--- src/rtl/capture_controller.sv ---
// Logic-analyser acquisition sequencer: arm, trigger on a selected input edge,
// capture a fixed window into the sample FIFO, then unload it page by page into the SPI TX buffer.
module capture_controller #(
  parameter int FIFO_ADDR_WIDTH = 5,
  parameter int SPI_BUF_WIDTH   = 4
) (
  input  logic                                    inclk,
  input  logic                                    Reset,
  input  logic [15:0]                             inport,
  input  logic [3:0]                              cmd,
  input  logic                                    cmd_valid,
  input  logic [3:0]                              trig_sel,
  input  logic                                    trig_pos,
  output logic                                    fifo_we,
  output logic [FIFO_ADDR_WIDTH-1:0]              fifo_waddr,
  output logic [15:0]                             fifo_wdata,
  output logic [FIFO_ADDR_WIDTH-1:0]              fifo_raddr,
  input  logic [15:0]                             fifo_rdata,
  output logic                                    fifo_subaddr,
  output logic [SPI_BUF_WIDTH-1:0]                cont_addr_tx,
  output logic                                    cont_we_tx,
  output logic [7:0]                              tx_data,
  output logic [7:0]                              status,
  output logic [FIFO_ADDR_WIDTH-SPI_BUF_WIDTH:0]  page_idx
);

  localparam int SAMP_W = SPI_BUF_WIDTH - 1;
  localparam int PAGE_W = FIFO_ADDR_WIDTH - SPI_BUF_WIDTH + 1;

  localparam logic [FIFO_ADDR_WIDTH-1:0] LAST_ADDR   = '1;
  localparam logic [SAMP_W-1:0]          LAST_SAMPLE = '1;
  localparam logic [PAGE_W-1:0]          LAST_PAGE   = '1;

  localparam logic [3:0] CMD_ARM      = 4'h1;
  localparam logic [3:0] CMD_NEXT     = 4'h5;
  localparam logic [3:0] CMD_COMPLETE = 4'h7;

  // Encodings double as the host-visible status codes.
  typedef enum logic [2:0] {
    IDLE    = 3'h0,
    ARMED   = 3'h1,
    CAPTURE = 3'h2,
    FILL    = 3'h3,
    READY   = 3'h4,
    DONE    = 3'h6
  } state_t;

  // FILL sub-steps for one sample: present read address, emit low byte, emit high byte.
  localparam logic [1:0] PH_ADDR = 2'd0;
  localparam logic [1:0] PH_LO   = 2'd1;
  localparam logic [1:0] PH_HI   = 2'd2;

  state_t                      state_reg, state_next;
  logic                        we_reg, we_next;
  logic [FIFO_ADDR_WIDTH-1:0]  waddr_reg, waddr_next;
  logic [15:0]                 wdata_reg, wdata_next;
  logic [PAGE_W-1:0]           page_reg, page_next;
  logic [SAMP_W-1:0]           samp_reg, samp_next;
  logic [1:0]                  phase_reg, phase_next;
  logic                        prev_bit_reg, prev_bit_next;
  logic                        seed_reg, seed_next;
  logic [3:0]                  sel_reg;
  logic                        pos_reg;

  logic cur_bit;
  logic cfg_changed;
  logic fire;
  logic is_arm, is_next, is_complete;

  assign is_arm      = cmd_valid && (cmd == CMD_ARM);
  assign is_next     = cmd_valid && (cmd == CMD_NEXT);
  assign is_complete = cmd_valid && (cmd == CMD_COMPLETE);

  // A select/polarity change only re-seeds history; it never fires in the cycle it is seen.
  assign cur_bit     = inport[trig_sel];
  assign cfg_changed = (trig_sel != sel_reg) || (trig_pos != pos_reg);
  assign fire        = (state_reg == ARMED) && !seed_reg && !cfg_changed &&
                       (prev_bit_reg != cur_bit) && (cur_bit == trig_pos);

  always_comb begin
    state_next    = state_reg;
    we_next       = 1'b0;
    waddr_next    = waddr_reg;
    wdata_next    = wdata_reg;
    page_next     = page_reg;
    samp_next     = samp_reg;
    phase_next    = phase_reg;
    prev_bit_next = prev_bit_reg;
    seed_next     = 1'b0;

    if (is_complete) begin
      state_next    = IDLE;
      waddr_next    = '0;
      wdata_next    = '0;
      page_next     = '0;
      samp_next     = '0;
      phase_next    = PH_ADDR;
      prev_bit_next = 1'b0;
    end else begin
      case (state_reg)
        IDLE: begin
          if (is_arm) begin
            state_next = ARMED;
            waddr_next = '0;
            seed_next  = 1'b1;
          end
        end
        ARMED: begin
          prev_bit_next = cur_bit;
          if (fire) begin
            state_next = CAPTURE;
            we_next    = 1'b1;
            waddr_next = '0;
            wdata_next = inport;
          end
        end
        CAPTURE: begin
          if (waddr_reg == LAST_ADDR) begin
            state_next = FILL;
            page_next  = '0;
            samp_next  = '0;
            phase_next = PH_ADDR;
          end else begin
            we_next    = 1'b1;
            waddr_next = waddr_reg + 1'b1;
            wdata_next = inport;
          end
        end
        FILL: begin
          case (phase_reg)
            PH_ADDR: phase_next = PH_LO;
            PH_LO:   phase_next = PH_HI;
            default: begin
              phase_next = PH_ADDR;
              if (samp_reg == LAST_SAMPLE) begin
                state_next = READY;
              end else begin
                samp_next = samp_reg + 1'b1;
              end
            end
          endcase
        end
        READY: begin
          if (is_next) begin
            if (page_reg == LAST_PAGE) begin
              state_next = DONE;
            end else begin
              state_next = FILL;
              page_next  = page_reg + 1'b1;
              samp_next  = '0;
              phase_next = PH_ADDR;
            end
          end
        end
        default: ;
      endcase
    end
  end

  always_ff @(posedge inclk) begin
    if (Reset) begin
      state_reg    <= IDLE;
      we_reg       <= 1'b0;
      waddr_reg    <= '0;
      wdata_reg    <= '0;
      page_reg     <= '0;
      samp_reg     <= '0;
      phase_reg    <= PH_ADDR;
      prev_bit_reg <= 1'b0;
      seed_reg     <= 1'b0;
      sel_reg      <= '0;
      pos_reg      <= 1'b0;
    end else begin
      state_reg    <= state_next;
      we_reg       <= we_next;
      waddr_reg    <= waddr_next;
      wdata_reg    <= wdata_next;
      page_reg     <= page_next;
      samp_reg     <= samp_next;
      phase_reg    <= phase_next;
      prev_bit_reg <= prev_bit_next;
      seed_reg     <= seed_next;
      sel_reg      <= trig_sel;
      pos_reg      <= trig_pos;
    end
  end

  // Byte outputs follow the FIFO's registered read data, so they are gated off outside byte phases.
  assign fifo_we      = we_reg;
  assign fifo_waddr   = waddr_reg;
  assign fifo_wdata   = wdata_reg;
  assign fifo_raddr   = {page_reg, samp_reg};
  assign page_idx     = page_reg;
  assign status       = {5'd0, state_reg};
  assign cont_we_tx   = (state_reg == FILL) && (phase_reg != PH_ADDR);
  assign fifo_subaddr = cont_we_tx && (phase_reg == PH_HI);
  assign cont_addr_tx = cont_we_tx ? {samp_reg, fifo_subaddr} : '0;
  assign tx_data      = !cont_we_tx ? 8'h00 :
                        (fifo_subaddr ? fifo_rdata[15:8] : fifo_rdata[7:0]);

endmodule

--- config.mk ---
export PLATFORM = sky130hd
export DESIGN_NAME = capture_controller
export DESIGN_NICKNAME = d
export VERILOG_FILES = /design/src/rtl/capture_controller.sv
export SDC_FILE = /design/constraint.sdc
export NUM_CORES = 1
export LEC_CHECK = 0
export ABC_CLOCK_PERIOD_IN_PS = 2800
export BUFFER_PORTS_ARGS = -buffer_cell sky130_fd_sc_hd__clkbuf_2
export CAP_MARGIN = 0
export CORE_MARGIN = 10
export CORE_UTILIZATION = 48
export CTS_CLUSTER_DIAMETER = 60
export DETAILED_ROUTE_END_ITERATION = 6
export PLACE_DENSITY = 0.87
export SLEW_MARGIN = 20
export SYNTH_ARGS = -nofsm -noshare
export SYNTH_HDL_FRONTEND = slang
export SYNTH_SLANG_ARGS = --single-unit
--- constraint.sdc ---
create_clock -name inclk -period 2.8 [get_ports inclk]
set_input_delay 0.28 -clock inclk [delete_from_list [all_inputs] [get_ports inclk]]
set_output_delay 0.28 -clock inclk [all_outputs]
set_load 0.02 [all_outputs]
==> impl_metrics.toml <==
[placement]
place_ws_ns = 0.316
hpwlAfterDp_um = 5320
dpl.cell_count = 409
placement.io_buffers = 89
final_estimated_routing_congestion_in_global_placement = 0.863

[logic_synthesis]
post_synth_num_cell_types = 54
synth-xor-area-share_pct = 1.90
post_synth_most_frequent_cells = "39 x dfxtp_1, 28 x nor2_1, 27 x a21oi_1, 20 x mux2i_1, 19 x nand3_1"
synth-edff-count = 0
ys_seq_area_share_pct = 33.9
netlist_area_mm2 = 0.00230
post_synth_main_area_contributors = "dfxtp_1 34%, mux2i_1 8.7%, a21oi_1 5.9%, nor2_1 4.6%, nand3_1 4.1%"
ys_async_sr_fraction_pct = 0
yosys.cell_count.top_type = "dfxtp_1"
synthesis.yosys.warnings = 0
yosys_most_used_dff = "dfxtp_1"
fraction_of_the_mapped_netlist_area_in_simple_logic_gates_pct = 24.6
synth-compound-area-share_pct = 19.6
syn-mean-instance-area_um2 = 8.31
synth_top_area_cell = "dfxtp_1"
netlist_instances = 277
synth.mux.area_fraction_pct = 10.7
synthAdderAreaFrac_pct = 2.72
synth_top_family_by_area = "simple AND/OR/NAND/NOR gates"
synth.ff_latch_count = 39
portion_of_synthesized_cell_area_occupied_by_the_leading_cell_type_pct = 33.9

[critical_path]
worst-path-max-fanout = 16
crit_path_top_delay_cell = "dfxtp_1"
worstPathBufferInverterCount = 3
critical_path_cell_by_cell = "buf_4 -> nand2b_1 -> nor2_1 -> o21ai_1 -> inv_1 -> and2_1 -> clkbuf_2"
worstSetupStartpointType = "flop"
cpPeakStageDelay_ns = 0.35
critical_path_required_ns = 2.52
worst-setup-path-type = "flop to output port"
worst_setup_path_end_kind = "output port"
critPathArrivalTime_ns = 2.07
worst_path_dominant_cell_family = "buffers and inverters"

[sta]
timing.clock.skew_ns = 0.00616
finalWorstPathRequiredPeriod_ns = 2.35
finalCritPeriodShare_pct = 83.9
max_freq_ghz = 0.426
hold_viol_final = 0
rsz0062_at_grt = "false"
slew_headroom_pct = 56.0
report.final.slew_viol_count = 0
setup_ws_ns = 0.450
transition_time_of_the_tightest_slew_check_pin_ns = 0.661
setup-tns-final_ns = 0
setup_viol = 0

[min_path]
worstHoldPathType = "input port to flop"

[power]
total_power_mw = 1.25
power_switching_share_pct = 23.0
power.static_leakage_nw = 1.34
switchingPower_mw = 0.288
worst_ir_drop_vdd_mv = 0.236
pwr-share-seq_pct = 44.8
power.share.clock_pct = 45.9
pint_mw = 0.964
power.density_mw_per_mm2 = 431
combPwrFrac_pct = 9.2

[clock_network]
cts_hold_buf = 0
cts_root_buf = "clkbuf_8"
tritoncts = "built"
clk_pin_slew_ns = 0.08
cts_inserted_buffers = 5
numClockSinks = 39
ctsLongestPathBuffers = 2
h-tree-depth = 2
cts_resized = 0
clk_latency_ns = 0.30
postCtsSetupRepairBufs = 0

[final_layout]
final-instance-count-excl-fill = 417
number_of_flip_flops_in_the_largest_register = 16
drive_gt1_share_pct = 33.3
ant_diodes = 0
final_core_util_pct = 62.0
finish.net_count = 411
flow.area_growth_from_synthesis_pct = 26.3

[floorplanning]
core_mm2 = 0.00469
floorplan.die.height_um = 89.3
boundaryPins = 95
floorplan.initialDensity_pct = 49.1
rows = 25
dieArea_mm2 = 0.00797
dieWidth_um = 89.3

[routing]
antenna_violating_nets_post_route = 0
drt-initial-drc-count = 236
wl_per_cell_um = 17.4
postRouteWirelength_um = 7270
drt_pass1_iterations = 6
routed_via_density = 5.88
total_via_count_after_detailed_routing = 2452
detail_route.drc_violations = 0

[global_routing]
grt_start_max_net_pins = 32
use_met1_pct = 21.3
groute.layer.met2.usage_pct = 31.5
global_route.usage.met3_pct = 5.56
grt.overflow.total = 0
grt_pass1_vias = 2450
grt_antenna_before_repair = 0
layer_carrying_the_most_global_route_usage = "met2"
grt_use_total_pct = 18.4
first_pass_grt_wire_length_um = 11700

[run]
cap_viol_max_count = 0

[status]
outcome = "complete, no violations"
-- path summary, 6_finish.rpt --
path | startpoint | end | slack [ns] | cells after the start
worst max-delay path | state_reg[2]$_SDFFE_PP0P_ | cont_addr_tx[2] | 0.45 | 7
worst min-delay path | inport[5] | fifo_wdata[5]$_SDFFE_PP0P_ | 0.24 | 3
worst max register to register | fifo_waddr[0]$_SDFFE_PP0P_ | state_reg[1]$_SDFFE_PP0P_ | 0.46 | 10
worst min register to register | fifo_wdata[11]$_SDFFE_PP0P_ | fifo_wdata[11]$_SDFFE_PP0P_ | 0.47 | 2
-- logic make-up (layout without fill, tap and decap cells) --
family / after synthesis / in the layout
xor+xnor: 5 / 5
mux: 23 / 23
other cells: 1 / 5
fa+ha+maj: 5 / 5
simple gates: 104 / 104
buf+inv: 29 / 111
flops: 39 / 39
compound gates: 71 / 71
-- routing by layer --
metal	vias up	routed length, um
met5	-	0
met4	0	232
met3	26	586
met2	135	3520
met1	1138	2930
li1	1153	-
-- power by group through the flow --
| stage | Clock (mW) | Sequential, mW | Combinational [mW] |
|---|---|---|---|
| 6_report | 0.575 | 0.561 | 0.116 |
| 5_1_grt | 0.598 | 0.562 | 0.126 |
| 4_1_cts | 0.573 | 0.561 | 0.113 |
| 3_5_place_dp | 0 | 0.574 | 0.111 |
| 3_3_place_gp | 0 | 0.574 | 0.107 |
| 2_1_floorplan | 0 | 0.575 | 0.0680 |
-- layout make-up --
type,instances,area [um2]
tap,54,67.6
inverter,5,18.8
fill,408,1780
multi-input combinational,213,1390
clock buffer,5,68.8
clock inverter,3,67.6
timing repair buffer,98,513
sequential,39,781
-- tightest hold or removal path: stages --
cell,delay (ns)
clkbuf_2,0.09
o21ai_0,0.07
a21oi_1,0.06
-- through the flow --
step / area, um2 / hold WS, ns
floorplan: 2320 / 0.352
global placement: 2770 / 0.450
detailed placement: 2770 / 0.462
CTS: 2910 / 0.239
global route: 2910 / 0.256
finish: 2910 / 0.241
-- cell usage in the layout, fill, tap and decap left out, types with 2 or more instances in the layout --
cell       instances
mux2i_1           20
o2bb2ai_1          2
nor4_1             2
a21o_1             2
a22oi_1            2
conb_1             5
xor2_1             2
a21oi_1           27
nand4_1            3
nand2_1           14
clkbuf_2          89
nor3b_1            3
a31oi_1            3
nand3_1           19
and2_1             3
or3b_2             2
buf_4              9
nor2b_1            8
nor3_1             4
dfxtp_1           39
clkbuf_8           5
or2_2              3
nor2_1            28
nand2b_1           4
ha_1               5
mux2_2             2
o21ai_0           10
xnor2_1            3
o21ai_1           10
bufinv_16          2
and3_1             3
a211oi_1           3
inv_1              5
Power figures use the tool's default switching activity.
